$ cat src/rtl/ext_mem_loader_pkg.sv
// Shared definitions for the external memory loader: FSM state encoding,
// memory strides and a small width helper.
package ext_mem_loader_pkg;

    // FSM state encoding
    typedef logic [2:0] state_t;

    localparam state_t ST_IDLE      = 3'd0;
    localparam state_t ST_LOAD      = 3'd1;
    localparam state_t ST_RUN       = 3'd2;
    localparam state_t ST_DUMP_RD   = 3'd3;
    localparam state_t ST_DUMP_WAIT = 3'd4;
    localparam state_t ST_DUMP_OUT  = 3'd5;
    localparam state_t ST_DONE      = 3'd6;

    // Byte strides between consecutive words of each memory
    localparam logic [63:0] IMEM_STRIDE = 64'd4;
    localparam logic [63:0] DMEM_STRIDE = 64'd8;

    // Larger of two widths, used to size the shared index counter
    function automatic int max_int(input int a, input int b);
        if (a > b) begin
            return a;
        end else begin
            return b;
        end
    endfunction

endpackage

$ cat src/rtl/ext_mem_loader_counter.sv
// loader_counter: loadable (clear-to-zero) up-counter with a terminal-count
// flag that is high while the count equals the supplied terminal value.
module loader_counter #(
    parameter int W = 8
) (
    input  logic         clk,
    input  logic         srst,
    input  logic         clr_i,
    input  logic         inc_i,
    input  logic [W-1:0] term_i,
    output logic [W-1:0] count_o,
    output logic         tc_o
);

    logic [W-1:0] count_q;
    logic [W-1:0] count_d;

    // Next count: clear has priority over increment
    always_comb begin
        count_d = count_q;
        if (clr_i) begin
            count_d = {W{1'b0}};
        end else if (inc_i) begin
            count_d = count_q + {{(W-1){1'b0}}, 1'b1};
        end else begin
            count_d = count_q;
        end
    end

    // Count register with synchronous reset
    always_ff @(posedge clk) begin
        if (srst) begin
            count_q <= {W{1'b0}};
        end else begin
            count_q <= count_d;
        end
    end

    assign count_o = count_q;
    assign tc_o    = (count_q == term_i);

endmodule

$ cat src/rtl/ext_mem_loader.sv
// ext_mem_loader: streams a program image into instruction memory, runs the
// CPU for a programmed number of cycles, then streams data memory back out.
// Zero-length phases are skipped outright.
module ext_mem_loader
    import ext_mem_loader_pkg::*;
#(
    parameter int IMEM_ADDR_W = 9,
    parameter int DMEM_ADDR_W = 10
) (
    input  logic                   clk,
    input  logic                   srst,
    input  logic                   start,
    input  logic [IMEM_ADDR_W:0]   imem_len,
    input  logic [31:0]            run_cycles,
    input  logic [DMEM_ADDR_W:0]   dump_len,
    input  logic                   s_valid,
    output logic                   s_ready,
    input  logic [31:0]            s_data,
    output logic                   m_valid,
    input  logic                   m_ready,
    output logic [63:0]            m_data,
    output logic                   busy,
    output logic                   done,
    output logic                   cpu_enable,
    output logic [63:0]            addr_ext,
    output logic                   wen_ext,
    output logic                   ren_ext,
    output logic [31:0]            wdata_ext,
    output logic [63:0]            addr_ext_2,
    output logic                   wen_ext_2,
    output logic                   ren_ext_2,
    output logic [63:0]            wdata_ext_2,
    input  logic [63:0]            rdata_ext_2
);

    // One spare bit so the index can step past the last word without wrapping
    localparam int IDX_W = max_int(IMEM_ADDR_W, DMEM_ADDR_W) + 1;

    state_t                 state_q,      state_d;
    logic [IMEM_ADDR_W:0]   imem_len_q,   imem_len_d;
    logic [31:0]            run_cycles_q, run_cycles_d;
    logic [DMEM_ADDR_W:0]   dump_len_q,   dump_len_d;
    logic [63:0]            m_data_q,     m_data_d;

    logic [IDX_W-1:0]       idx_cnt_s;
    logic [IDX_W-1:0]       idx_term_s;
    logic                   idx_tc_s;
    logic                   idx_clr_s;
    logic                   idx_inc_s;
    logic [31:0]            run_cnt_unused_s;
    logic [31:0]            run_term_s;
    logic                   run_tc_s;
    logic                   run_clr_s;
    logic                   run_inc_s;

    // First non-empty phase among load, run and dump
    function automatic state_t first_phase(input logic has_load,
                                           input logic has_run,
                                           input logic has_dump);
        if (has_load) begin
            return ST_LOAD;
        end else if (has_run) begin
            return ST_RUN;
        end else if (has_dump) begin
            return ST_DUMP_RD;
        end else begin
            return ST_DONE;
        end
    endfunction

    // Index of the final word in the current load or dump phase
    always_comb begin
        idx_term_s = {IDX_W{1'b0}};
        if (state_q == ST_LOAD) begin
            idx_term_s = IDX_W'(imem_len_q) - {{(IDX_W-1){1'b0}}, 1'b1};
        end else begin
            idx_term_s = IDX_W'(dump_len_q) - {{(IDX_W-1){1'b0}}, 1'b1};
        end
    end

    assign run_term_s = run_cycles_q - 32'd1;

    // Sequencer next-state, length capture and dump data capture
    always_comb begin
        state_d      = state_q;
        imem_len_d   = imem_len_q;
        run_cycles_d = run_cycles_q;
        dump_len_d   = dump_len_q;
        m_data_d     = m_data_q;
        case (state_q)
            ST_IDLE: begin
                if (start) begin
                    imem_len_d   = imem_len;
                    run_cycles_d = run_cycles;
                    dump_len_d   = dump_len;
                    state_d      = first_phase(|imem_len, |run_cycles, |dump_len);
                end else begin
                    state_d = ST_IDLE;
                end
            end
            ST_LOAD: begin
                if (s_valid && idx_tc_s) begin
                    state_d = first_phase(1'b0, |run_cycles_q, |dump_len_q);
                end else begin
                    state_d = ST_LOAD;
                end
            end
            ST_RUN: begin
                if (run_tc_s) begin
                    state_d = first_phase(1'b0, 1'b0, |dump_len_q);
                end else begin
                    state_d = ST_RUN;
                end
            end
            ST_DUMP_RD: begin
                state_d = ST_DUMP_WAIT;
            end
            ST_DUMP_WAIT: begin
                // Read data arrives one cycle after the read enable
                m_data_d = rdata_ext_2;
                state_d  = ST_DUMP_OUT;
            end
            ST_DUMP_OUT: begin
                if (m_ready) begin
                    if (idx_tc_s) begin
                        state_d = ST_DONE;
                    end else begin
                        state_d = ST_DUMP_RD;
                    end
                end else begin
                    state_d = ST_DUMP_OUT;
                end
            end
            ST_DONE: begin
                state_d = ST_IDLE;
            end
            default: begin
                state_d = ST_IDLE;
            end
        endcase
    end

    // Counter controls: the index restarts at zero for each load/dump phase
    always_comb begin
        idx_clr_s = (state_q == ST_IDLE) ||
                    ((state_q == ST_LOAD) && (state_d != ST_LOAD));
        idx_inc_s = ((state_q == ST_LOAD) && s_valid) ||
                    ((state_q == ST_DUMP_OUT) && m_ready);
        run_clr_s = (state_q != ST_RUN);
        run_inc_s = (state_q == ST_RUN);
    end

    loader_counter #(.W(IDX_W)) u_idx_cnt (
        .clk     (clk),
        .srst    (srst),
        .clr_i   (idx_clr_s),
        .inc_i   (idx_inc_s),
        .term_i  (idx_term_s),
        .count_o (idx_cnt_s),
        .tc_o    (idx_tc_s)
    );

    loader_counter #(.W(32)) u_run_cnt (
        .clk     (clk),
        .srst    (srst),
        .clr_i   (run_clr_s),
        .inc_i   (run_inc_s),
        .term_i  (run_term_s),
        .count_o (run_cnt_unused_s),
        .tc_o    (run_tc_s)
    );

    // State, captured lengths and dump data register with synchronous reset
    always_ff @(posedge clk) begin
        if (srst) begin
            state_q      <= ST_IDLE;
            imem_len_q   <= {(IMEM_ADDR_W+1){1'b0}};
            run_cycles_q <= 32'd0;
            dump_len_q   <= {(DMEM_ADDR_W+1){1'b0}};
            m_data_q     <= 64'd0;
        end else begin
            state_q      <= state_d;
            imem_len_q   <= imem_len_d;
            run_cycles_q <= run_cycles_d;
            dump_len_q   <= dump_len_d;
            m_data_q     <= m_data_d;
        end
    end

    // Port decode: load writes are combinational with the stream handshake
    always_comb begin
        s_ready     = 1'b0;
        wen_ext     = 1'b0;
        ren_ext     = 1'b0;
        wdata_ext   = 32'd0;
        addr_ext    = 64'd0;
        wen_ext_2   = 1'b0;
        ren_ext_2   = 1'b0;
        wdata_ext_2 = 64'd0;
        addr_ext_2  = 64'd0;
        m_valid     = (state_q == ST_DUMP_OUT);
        m_data      = m_data_q;
        cpu_enable  = (state_q == ST_RUN);
        busy        = (state_q != ST_IDLE);
        done        = (state_q == ST_DONE);
        if (state_q == ST_LOAD) begin
            s_ready  = 1'b1;
            wen_ext  = s_valid;
            addr_ext = 64'(idx_cnt_s) * IMEM_STRIDE;
            if (s_valid) begin
                wdata_ext = s_data;
            end else begin
                wdata_ext = 32'd0;
            end
        end else if (state_q == ST_DUMP_RD) begin
            ren_ext_2  = 1'b1;
            addr_ext_2 = 64'(idx_cnt_s) * DMEM_STRIDE;
        end else begin
            s_ready = 1'b0;
        end
    end

endmodule
$ cat config.mk
export PLATFORM = sky130hd
export DESIGN_NAME = ext_mem_loader
export DESIGN_NICKNAME = d
export VERILOG_FILES = /design/src/rtl/ext_mem_loader_pkg.sv /design/src/rtl/ext_mem_loader_counter.sv /design/src/rtl/ext_mem_loader.sv
export SDC_FILE = /design/constraint.sdc
export NUM_CORES = 1
export LEC_CHECK = 0
export BUFFER_PORTS_ARGS = -buffer_cell sky130_fd_sc_hd__buf_2
export CAP_MARGIN = 25
export CORE_AREA = 10 10 167 169
export CTS_BUF_LIST = sky130_fd_sc_hd__clkbuf_16
export DETAILED_ROUTE_END_ITERATION = 10
export DIE_AREA = 0 0 177 179
export PLACE_DENSITY = 0.67
export SKIP_CTS_REPAIR_TIMING = 1
export SYNTH_ARGS = -nofsm -noshare
export SYNTH_HDL_FRONTEND = slang
export SYNTH_SLANG_ARGS = --single-unit
export TNS_END_PERCENT = 1
$ cat constraint.sdc
create_clock -name clk -period 4.3 [get_ports clk]
set_input_delay 0.215 -clock clk [delete_from_list [all_inputs] [get_ports clk]]
set_output_delay 0.215 -clock clk [all_outputs]
set_load 0.01 [all_outputs]
==> Flow_metrics.wiki <==
{| class="wikitable"
! Metric !! Value
|-
| Status || completed
|-
| Post-route total power || 3802 uW
|-
| Reported max-cap violation count || 0
|-
| Overflow left after global routing || 0
|-
| Average size of a mapped cell || roughly 7.5 um2
|-
| Setup repair after global routing missed its margin || no
|-
| Cell type with the largest total area after synthesis || sky130_fd_sc_hd__dfxtp_1
|-
| HPWL after detailed placement || roughly 24 mm
|-
| Share of flip-flops with an asynchronous set or reset after synthesis || 0%
|-
| Setup slack of the most critical reg-to-reg path || slightly below 700 ps
|-
| Power Density || roughly 340 nW/um2
|-
| Number of hold-slack violations in the final timing report || 0
|-
| Worst Hold Depth || 3
|-
| Critical path capture point type || flip-flop
|-
| CTS H-Tree Depth || 4
|-
| Startpoint class of the critical path || flip-flop
|-
| Internal power summed over all cells || between 2000 and 3000 uW
|-
| Sw Share || between 30% and 40%
|-
| Core ar. || ~25000 um2
|-
| Synth-to-Final Area Change || 16.18%
|-
| Portion of the post-synthesis area used by sequential elements || roughly a third
|-
| Global routing usage summed across all routing layers || 17.60%
|-
| Insertion delay to the later sink of the worst-skew pair || between 400 and 500 ps
|-
| Post-detailed-route DRC marker count || 0
|-
| Rows || between 50 and 60
|-
| Final count of negative-setup-slack endpoints || 0
|-
| Highest clock frequency the design can meet || about 280 MHz
|-
| I/O Buffers || roughly 280
|-
| Placed cell count || approximately 1800
|-
| Number of warnings issued by yosys || 0
|-
| Flip-flop and latch count after synthesis || around 160
|-
| Area enclosed by the die boundary || 31680 um2
|-
| DR WL/cell || around 16 um
|-
| Drt initial violations || around 430
|-
| Start of the worst register-to-register path || state_q[0]
|-
| TritonCTS clock tree || yes
|-
| Prevailing post-synth register cell || sky130_fd_sc_hd__dfxtp_1
|-
| Count of flip-flops with a built-in enable after synthesis || 0
|-
| Largest clock skew in the final design || just under 10 ps
|-
| Slew at the pin closest to its max-slew limit || between 900 and 1000 ps
|-
| Leakage || roughly 0.005 uW
|-
| Peak supply drop || roughly 0.00025 V
|-
| Most used cells in the layout excluding fill and tap cells || 277 x sky130_fd_sc_hd__buf_2, 272 x sky130_fd_sc_hd__nand2_1, 172 x sky130_fd_sc_hd__conb_1
|-
| Number of antenna diodes || 0
|-
| Die X-Extent || 177 um
|-
| Number of instances in the synthesized netlist || around 1300
|-
| Max_slew headroom || around 34%
|-
| Most frequent standard cell in the layout excluding fill and tap cells || sky130_fd_sc_hd__buf_2
|-
| Global-route wire length before repair || about 45 mm
|-
| Via count of the routed design || approximately 8800
|-
| Via-per-instance ratio || between 4 and 5
|-
| Layout Nets || between 1500 and 2000
|-
| Setup TNS Final || 0 ps
|-
| Summed instance area of the synthesized netlist || about 9600 um2
|-
| Data arrival time of the worst path || about 4000 ps
|-
| Power share of the clock group || between 40% and 50%
|-
| Number of slew-limit violations in the final report || 0
|-
| Via count of the first global-routing pass || roughly 8400
|-
| Switching power || between 1000 and 1500 uW
|-
| Required time reported for the critical path endpoint || about 4600 ps
|-
| Number of standard cells in the layout, taps in and fillers out || 1847
|-
| Detailed Routing Iterations Pass 1 || 5
|-
| Count of antenna-violating nets left after detailed routing || 0
|-
| Synth unique cells || 58
|-
| Starting density of the core || approximately two fifths
|-
| Maximum number of pins on one net before global-route repair || 82
|-
| Routability congestion estimate from global placement || ~0.9
|-
| Top-area cell type share of the netlist area || between 30% and 40%
|-
| Crit Path Max Fanout || 24
|-
| Destination of the worst hold path || m_data[18]
|-
| Min-delay worst type || primary input to flip-flop
|-
| I/O Pins || approximately 450
|-
| Root Driver || sky130_fd_sc_hd__clkbuf_16
|-
| Startpoint of the worst hold path || rdata_ext_2[18]
|-
| Number of antenna violations at the first check in global routing || 2
|-
| Ratio of cells with drive above 1 in the final layout || ~22%
|-
| Logic depth of the worst register-to-register path || 10
|-
| Final period demand of the worst path || between 3000 and 4000 ps
|-
| Cell types with the largest area share after synthesis || sky130_fd_sc_hd__dfxtp_1 34%, sky130_fd_sc_hd__buf_4 13%, sky130_fd_sc_hd__nand2_1 11%
|-
| Fraction of power consumed by combinational cells || ~16%
|-
| Chip height || 179 um
|-
| Capture point of the worst reg-to-reg path || u_idx_cnt.count_o[8]
|-
| Share of the cycle needed by the critical path after routing || a little over four fifths
|-
| Type of the setup path with the least slack || flip-flop to flip-flop
|-
| Number of buffers created by CTS || 17
|-
| Maximum root-to-sink buffer count || 2
|-
| Clock Pin Slew Worst Setup and Hold Paths || 80 ps
|-
| Total Wirelength || 30.12 mm
|-
| Clock net sink count || between 150 and 200
|-
| Power share of the sequential group || roughly two fifths
|}
metrics by stage:
step | util (%) | cell area, um2 | hold slack, ps | setup WS, ps
CTS | 45.01 | 11140 | -8.629 | 726.3
finish | 45.14 | 11170 | 6.755 | 672.6
floorplan | - | 10260 | 351.0 | 656.0
global placement | 42.50 | 10520 | 438.8 | 888.1
detailed placement | 42.56 | 10530 | 443.2 | 773.8
global route | 45.14 | 11170 | 1.560 | 364.7
state kept, by name, summed over array words and instances (netlist names):
| register | flops |
|---|---|
| run_cycles_q | 32 |
| imem_len_q | 10 |
| u_idx_cnt.count_o | 11 |
| m_data | 64 |
| state_q | 3 |
| u_run_cnt.count_o | 32 |
| dump_len_q | 11 |
metal layers:
metal / track usage (%) / vias to the layer above / share of wire [%]
met4: 3.117 / 0 / 0.98
li1: - / 4390 / -
met5: 0 / - / 0
met3: 8.172 / 16 / 11
met1: 19.59 / 4057 / 38
met2: 30.41 / 316 / 50
worst max path at each step:
stage / slack (ps) / start / to
6_report: 670 / state_q[0] / u_idx_cnt.count_o[8]
5_1_grt: 360 / state_q[0] / u_idx_cnt.count_o[8]
4_1_cts: 730 / state_q[0] / u_idx_cnt.count_o[8]
3_5_place_dp: 770 / state_q[0] / u_idx_cnt.count_o[1]
3_3_place_gp: 890 / state_q[0] / u_idx_cnt.count_o[1]
2_1_floorplan: 660 / state_q[0] / u_idx_cnt.count_o[7]
power groups by stage:
| stage | Combinational (uW) | Sequential, uW | Clock (uW) |
|---|---|---|---|
| 5_1_grt | 688 | 1600 | 1690 |
| 6_report | 622 | 1600 | 1590 |
| 4_1_cts | 607 | 1590 | 1620 |
| 3_5_place_dp | 603 | 1630 | 0 |
| 3_3_place_gp | 597 | 1630 | 0 |
| 2_1_floorplan | 562 | 1610 | 0 |
logic make-up (layout without fill, tap and decap cells):
kind of cell               after synthesis  in the layout  share of synthesized area, %
buffers and inverters                  264            335                         17.32
AOI/OAI and AO/OA                      181            181                         10.39
xor gates and xnor gates                95             95                         8.654
muxes                                   17             17                         1.783
other                                    1            172                       0.03900
and+or+nand+nor                        550            550                         27.36
DFF                                    163            163                         33.94
adders and majority gates                4              4                        0.5206
worst max-delay path, cell delays in order, from the launching register on:
cell	delay (ps)
sky130_fd_sc_hd__dfxtp_1	520
sky130_fd_sc_hd__nor3b_4	300
sky130_fd_sc_hd__buf_4	330
sky130_fd_sc_hd__mux2i_1	230
sky130_fd_sc_hd__ha_1	270
sky130_fd_sc_hd__nor3b_1	240
sky130_fd_sc_hd__a32oi_1	160
sky130_fd_sc_hd__o31a_1	360
sky130_fd_sc_hd__nor4_1	450
sky130_fd_sc_hd__and3_1	510
sky130_fd_sc_hd__nor4_1	100
layout make-up:
cell class | count | area, um2
multi-input combinational | 1019 | 5339
timing repair buffer | 288 | 1491
inverter | 15 | 56.30
tap | 330 | 412.9
fill | 2560 | 13580
clock buffer | 17 | 425.4
sequential | 163 | 3263
clock inverter | 15 | 181.4
synth_stat cells (2+ instances only):
cell type and count:
sky130_fd_sc_hd__or3_1 10, sky130_fd_sc_hd__nor2b_1 3, sky130_fd_sc_hd__nand2b_1 3, sky130_fd_sc_hd__nor4_2 2
sky130_fd_sc_hd__ha_1 4, sky130_fd_sc_hd__and2_1 24, sky130_fd_sc_hd__and4_1 2, sky130_fd_sc_hd__nand3_1 27
sky130_fd_sc_hd__nand4b_1 3, sky130_fd_sc_hd__o21ai_0 18, sky130_fd_sc_hd__nand2_1 273, sky130_fd_sc_hd__a21oi_1 132
sky130_fd_sc_hd__nor3_1 28, sky130_fd_sc_hd__nor2_1 61, sky130_fd_sc_hd__nor4_1 32, sky130_fd_sc_hd__xor2_1 49
sky130_fd_sc_hd__inv_1 15, sky130_fd_sc_hd__buf_1 4, sky130_fd_sc_hd__mux2i_1 16, sky130_fd_sc_hd__o311ai_0 2
sky130_fd_sc_hd__o32ai_1 2, sky130_fd_sc_hd__o21ba_2 2, sky130_fd_sc_hd__buf_6 3, sky130_fd_sc_hd__o31ai_1 2
sky130_fd_sc_hd__nor4b_1 4, sky130_fd_sc_hd__nor3b_1 4, sky130_fd_sc_hd__nand4_1 18, sky130_fd_sc_hd__o31a_1 2
sky130_fd_sc_hd__buf_4 172, sky130_fd_sc_hd__o221ai_1 2, sky130_fd_sc_hd__clkbuf_1 65, sky130_fd_sc_hd__and3_1 38
sky130_fd_sc_hd__dfxtp_1 163, sky130_fd_sc_hd__a211o_1 2, sky130_fd_sc_hd__xnor2_1 46, sky130_fd_sc_hd__or4_1 9
sky130_fd_sc_hd__buf_2 5, sky130_fd_sc_hd__a32oi_1 2, sky130_fd_sc_hd__a31oi_1 7
Power figures use the tool's default switching activity.
